`config.mk`:
```
export PLATFORM = sky130hd
export DESIGN_NAME = cla_word_sequencer
export DESIGN_NICKNAME = d
export VERILOG_FILES = /design/src/rtl/cla_word_sequencer.sv
export SDC_FILE = /design/constraint.sdc
export NUM_CORES = 1
export LEC_CHECK = 0
export ABC_CLOCK_PERIOD_IN_PS = 1660
export CORE_ASPECT_RATIO = 1.5
export CORE_MARGIN = 2
export CORE_UTILIZATION = 42
export CTS_CLUSTER_DIAMETER = 120
export DETAILED_ROUTE_END_ITERATION = 8
export PLACE_DENSITY = 0.72
export SLEW_MARGIN = 40
export SYNTH_ARGS = -nofsm -noshare
export SYNTH_HDL_FRONTEND = slang
export SYNTH_SLANG_ARGS = --single-unit
```
`constraint.sdc`:
```
create_clock -name clk -period 1.66 [get_ports clk]
set_input_delay 0.332 -clock clk [delete_from_list [all_inputs] [get_ports clk]]
set_output_delay 0.332 -clock clk [all_outputs]
set_load 0.05 [all_outputs]
```
`src/rtl/cla_word_sequencer.sv`:
```
// rtl/cla_word_sequencer.sv - wide add sequenced nibble-by-nibble through an external 4-bit CLA slice
// Optional subtract mode: define CLA_SEQ_SUB_EN to add the req_sub port.
module cla_word_sequencer #(
    parameter int WORDS     = 4,
    parameter int SLICE_LAT = 2
) (
    input  logic               clk,
    input  logic               rst,
    input  logic               req_valid,
    output logic               req_ready,
    input  logic [4*WORDS-1:0] req_a,
    input  logic [4*WORDS-1:0] req_b,
    input  logic               req_cin,
`ifdef CLA_SEQ_SUB_EN
    input  logic               req_sub,
`endif
    output logic               rsp_valid,
    input  logic               rsp_ready,
    output logic [4*WORDS-1:0] rsp_sum,
    output logic               rsp_cout,
    output logic [3:0]         slc_a,
    output logic [3:0]         slc_b,
    output logic               slc_cin,
    output logic               slc_valid,
    input  logic [3:0]         slc_sum,
    input  logic               slc_cout,
    output logic               busy
);
    localparam int W  = 4 * WORDS;
    localparam int IW = (WORDS > 1) ? $clog2(WORDS) : 1;
    localparam int CW = (SLICE_LAT > 1) ? $clog2(SLICE_LAT) : 1;
    localparam logic [IW-1:0] LAST_IDX  = IW'(WORDS - 1);
    localparam logic [CW-1:0] LAST_WAIT = CW'(SLICE_LAT - 1);

    typedef enum logic [1:0] {
        S_IDLE,
        S_ISSUE,
        S_WAIT,
        S_DONE
    } state_t;

    state_t          state;
    logic [W-1:0]    a_reg;
    logic [W-1:0]    b_reg;
    logic [IW-1:0]   idx;
    logic [CW-1:0]   wait_cnt;
    logic            carry;
    logic [IW+1:0]   nib_lsb;
    logic [W-1:0]    b_in;
    logic            cin_in;

    // Subtraction is A + ~B + 1, so the inversion is folded into the latched B.
`ifdef CLA_SEQ_SUB_EN
    assign b_in   = req_sub ? ~req_b : req_b;
    assign cin_in = req_sub ? 1'b1 : req_cin;
`else
    assign b_in   = req_b;
    assign cin_in = req_cin;
`endif

    assign nib_lsb   = {idx, 2'b00};
    assign req_ready = (state == S_IDLE);
    assign busy      = (state != S_IDLE);
    assign rsp_valid = (state == S_DONE);

    // Slice inputs decode straight from registers that only move at nibble boundaries,
    // so they hold steady through ISSUE and all of WAIT.
    assign slc_a     = a_reg[nib_lsb +: 4];
    assign slc_b     = b_reg[nib_lsb +: 4];
    assign slc_cin   = carry;
    assign slc_valid = (state == S_ISSUE);

    always_ff @(posedge clk) begin
        if (rst) begin
            state    <= S_IDLE;
            a_reg    <= '0;
            b_reg    <= '0;
            idx      <= '0;
            wait_cnt <= '0;
            carry    <= 1'b0;
            rsp_sum  <= '0;
            rsp_cout <= 1'b0;
        end else begin
            case (state)
                S_IDLE: begin
                    if (req_valid) begin
                        a_reg <= req_a;
                        b_reg <= b_in;
                        carry <= cin_in;
                        idx   <= '0;
                        state <= S_ISSUE;
                    end
                end
                S_ISSUE: begin
                    wait_cnt <= '0;
                    state    <= S_WAIT;
                end
                S_WAIT: begin
                    if (wait_cnt == LAST_WAIT) begin
                        rsp_sum[nib_lsb +: 4] <= slc_sum;
                        carry                 <= slc_cout;
                        if (idx == LAST_IDX) begin
                            rsp_cout <= slc_cout;
                            state    <= S_DONE;
                        end else begin
                            idx   <= idx + 1'b1;
                            state <= S_ISSUE;
                        end
                    end else begin
                        wait_cnt <= wait_cnt + 1'b1;
                    end
                end
                S_DONE: begin
                    if (rsp_ready) begin
                        state <= S_IDLE;
                    end
                end
                default: state <= S_IDLE;
            endcase
        end
    end
endmodule

```
After elaboration in Yosys (flattened, before gate mapping):

Index checks and enable logic that the tools add are counted.

* flip-flop bits (word level): 55
* input port bits: 42
* output and inout bits: 30

* $add $sub $neg: 3
* equality and inequality tests: 8
* shift-type cells: 4
* mux-type cells: 15
* reductions and logical operators: 10

Operators with widths (count)
* variable part select 16 x 5 -> 4 bit: 2
* bitwise mux 16 bit: 1
* variable shift 4 x 6 -> 16 bit, first input constant: 1
* variable part select 4 x 6 -> 16 bit: 1
* two-way mux 2 bit: 7
* AND reduction 3 bit: 3
* one-hot mux 2 bit (4 select lines): 1
* equality test 2 bit, second input constant: 3
* != test 2 bit, second input constant: 3
* negator 4 -> 6 bit: 1
* nonzero test 2 bit: 3
* one-hot mux 1 bit (2 select lines): 2
* one-hot mux 2 bit (2 select lines): 1
* AND reduction 2 bit: 2
* AND reduction 4 bit: 1
* two-way mux 1 bit: 3
* adder 2 x 1 -> 2 bit, second input constant: 1
* equality test 2 x 1 -> 1 bit, second input constant: 1
* zero test 2 bit: 1
* != test 2 x 1 -> 1 bit, second input constant: 1
* adder 1 bit, second input constant: 1

Logic depth before layout (Yosys ltp):

* word-level depth: 4
* mapped depth: 7

Worst setup path after synthesis:

Ideal clock, no wire load.

* path kind: register to register
* from: register state[0]
* to: register state[0]
* setup time: 0.136 ns
* data arrival time: 1.731 ns
* required time: 1.524 ns
* path slack: -0.207 ns
* cell stages (with the launch flop): 6
* period minus slack after synthesis: 1.867 ns
* path through: dfxtp_1 inv_1 ha_1 inv_1 o221ai_1 a211oi_1

* word-level cells in the longest chain between the ends: 3

RTL lines
* from (decl): RTL line 42 `state_t state;`
* from (signal assigned): RTL line 75 `state <= S_IDLE;`
* from (signal assigned): RTL line 91 `state <= S_ISSUE;`
* from (signal assigned): RTL line 96 `state <= S_WAIT;`
* zero test 2 bit (*)
* via req_ready: RTL line 10 `output logic req_ready,`
* != test 2 bit (no line)
* AND reduction 3 bit (no line)

The timed path passes the listed nets; every way through them passes the cells marked *.
A chain may end at the register's enable or synchronous reset.

Worst setup path in the final report:

* from: register idx[0]
* to: output port slc_a[0]

* word-level cells in the longest chain between the ends: 1

RTL lines
* from (decl): RTL line 45 `logic [IW-1:0] idx;`
* from (signal assigned): RTL line 106 `idx <= idx + 1'b1;`
* variable part select 16 x 5 -> 4 bit: RTL line 68 `assign slc_a = a_reg[nib_lsb +: 4];`
* to (decl): RTL line 21 `output logic [3:0] slc_a,`

No other way between the ends.

==> results.md <==
* Setup CP Type: flop to primary output
* Hold-fix buffers at CTS at 0
* Die W at 66.4 um
* Drt wl/cell at 13.5 um
* Syn Nets at 320
* GR Overflow Total at 0
* Die ar. at 6480 um^2
* Global-route wire length before repair at 9590 um
* Placer Congestion at 0.789
* Hold WC Path Type: flop to flop
* Nets@finish at 397
* Worst slew margin at 0.737
* Synth cell types at 38
* Clock latency on the worst-skew pair at 300 ps
* Final setup fails at 8
* Critical Path RT at 1330 ps
* CTS H-tree depth at 2
* Number of synthesized register bits at 55
* Clock transition at path regs at 90 ps
* Fmax at 545 MHz
* Post-layout util at 0.600
* Crit. End Element: primary output
* Largest net degree at the start of global routing at 33
* Global-route usage over all layers at 0.185
* Fin. Hold Viols at 0
* Share of cells above drive strength 1 at 0.243
* Outcome: complete, but fails checks
* Max-slew violations at 0
* CTS Buf Count at 5
* Skew final at 3.00 ps
* Critical Path AT at 1500 ps
* Critical Path Fanout Max at 4
* Placed Area at 3270 um^2
* Setup WS post-layout at -176 ps
* Peak supply drop at 566 uV
* Worst-Margin Slew at 384 ps
* Initial antenna violation count at 0
* Final instance area at 3440 um^2
* Leakage power at 1.34 nW
* Post-Syn Area at 2450 um^2
* MaxCap Viol Count at 0
* Vias post-DR at 2136
* Cells after synthesis at 268
* DR iter-0 viols at 34
* # DRC at 0
* Core Footprint at 5740 um^2
* Placed cells at 409
* Type of element launching the critical path: flop
* Final std cells w/o fill at 417
* Root Buffer: clkbuf_8
* Commonest non-fill, non-tap cell in the layout: nand2_1
* Detail Placement HPWL at 4330 um
* Total power draw at 3.94 mW
* # IOs at 72
* Routed Antenna Nets at 0
* Yosys warns at 0
* Most frequent cells in the layout: 77 x nand2_1, 52 x dfxtp_1, 42 x a21oi_1, 40 x clkdlybuf4s50_1, 29 x buf_4
* Number of diodes at 0
* Initial core utilization at 0.427
* Post-layout min period at 1840 ps
* CTS tree: built
* Vias in the first global route at 2169
* Drt pass-1 iters at 4
* Synthesis-to-finish area growth at 40.3%
* RSZ-0062 raised after global routing: true
* Max Root-Sink Buffers at 2
* Port-buffer cells at 71
* Failing checks: negative setup slack
* Clock sink total at 55
* Mean area per synthesized cell at 9.16 um^2
* DR vias/cell at 5.12
* Die span in y at 97.6 um
* Register area share after synthesis at 0.449
* Num rows at 34
* Post-Route WL at 5630 um
* PD cells at 1150 nW/um^2
* Tcrit/Tclk final at 1.11
cells in the mapped netlist:
cell type | number | area share
nand2_1 | 77 | 0.12
dfxtp_1 | 55 | 0.45
a21oi_1 | 42 | 0.086
nand3_1 | 13 | 0.027
ha_1 | 10 | 0.051
buf_2 | 8 | 0.016
mux4_2 | 8 | 0.073
inv_1 | 7 | 0.011
a32o_2 | 4 | 0.018
mux2i_1 | 4 | 0.016
nor3b_1 | 4 | 0.012
a31o_1 | 3 | 0.011
buf_4 | 3 | 0.0092
clkbuf_1 | 3 | 0.0046
and3_2 | 2 | 0.0061
nand2b_1 | 2 | 0.0051
nor2_1 | 2 | 0.0031
a2111oi_0 | 1 | 0.0036
a211oi_1 | 1 | 0.0031
a21boi_2 | 1 | 0.0046
a221oi_1 | 1 | 0.0036
a311oi_1 | 1 | 0.0036
a31o_2 | 1 | 0.0036
and2_1 | 1 | 0.0026
and3_1 | 1 | 0.0026
and4_4 | 1 | 0.0046
and4bb_2 | 1 | 0.0051
buf_1 | 1 | 0.0015
buf_6 | 1 | 0.0046
inv_2 | 1 | 0.0015
mux2_2 | 1 | 0.0046
nand3_4 | 1 | 0.0071
nor2b_1 | 1 | 0.0026
nor4_4 | 1 | 0.0087
nor4b_2 | 1 | 0.0061
o221ai_1 | 1 | 0.0036
o32ai_1 | 1 | 0.0036
or2b_2 | 1 | 0.0036
final cells by class:
type	instances	area (um^2)
clock buffers	6	82.6
clock inverters	1	5.00
fillers	528	2300
inverters	8	30.0
multi-input cells	189	1260
flip-flops and latches	55	1110
well taps	72	90.1
repair buffers	86	867
cells by family (layout without fill, tap and decap cells):
logic type	count (synthesis)	count (layout)	share of synthesized area
AND/OR/NAND/NOR	109	109	0.214
AO/OA/AOI/OAI	57	57	0.144
flip-flops	55	55	0.449
buffers and inverters	24	101	0.0484
multiplexers	13	13	0.0943
adder cells (fa/ha/maj)	10	10	0.0510
path summary, 6_finish.rpt:
path	endpoint	slack [ps]	startpoint	depth (start not counted)
worst min register to register	a_reg[15]	450	a_reg[15]	2
worst max-delay path	slc_a[0]	-180	idx[0]	3
worst max register to register	idx[0]	100	idx[0]	6
worst min-delay path	a_reg[15]	450	a_reg[15]	2
power breakdown:
part / total (mW) / internal [mW] / leakage [nW] / switching (mW)
clock network: 0.730 / 0.328 / 0.0470 / 0.402
logic: 1.64 / 0.750 / 0.844 / 0.886
registers: 1.58 / 1.48 / 0.450 / 0.0961
critical path, cell delays in order (launching register included):
cell     delay (ps)
dfxtp_4         380
buf_8           120
mux4_2          530
buf_8           170
layer usage:
layer  vias to the layer above  track usage  routed length (um)
met3                         9       0.0290                 164
met5                         -            0                   0
li1                       1082            -                   -
met4                         0       0.0612                  98
met2                        41        0.340                3220
met1                      1004        0.210                2140
metrics by stage:
stage	hold slack, ps	setup TNS (ps)	setup WS (ps)
after global placement	440	0	77.8
after global routing	480	-1720	-240
after CTS	460	-1390	-196
after detailed placement	446	0	44.9
final	454	-1240	-176
after floorplan	433	0	37.6
what timing repair did:
action	4_1_cts	5_1_grt
setup buffers	1	0
setup endpoints to repair	9	28
resized for setup	14	7
No activity file was read; power rests on OpenSTA's default activity.
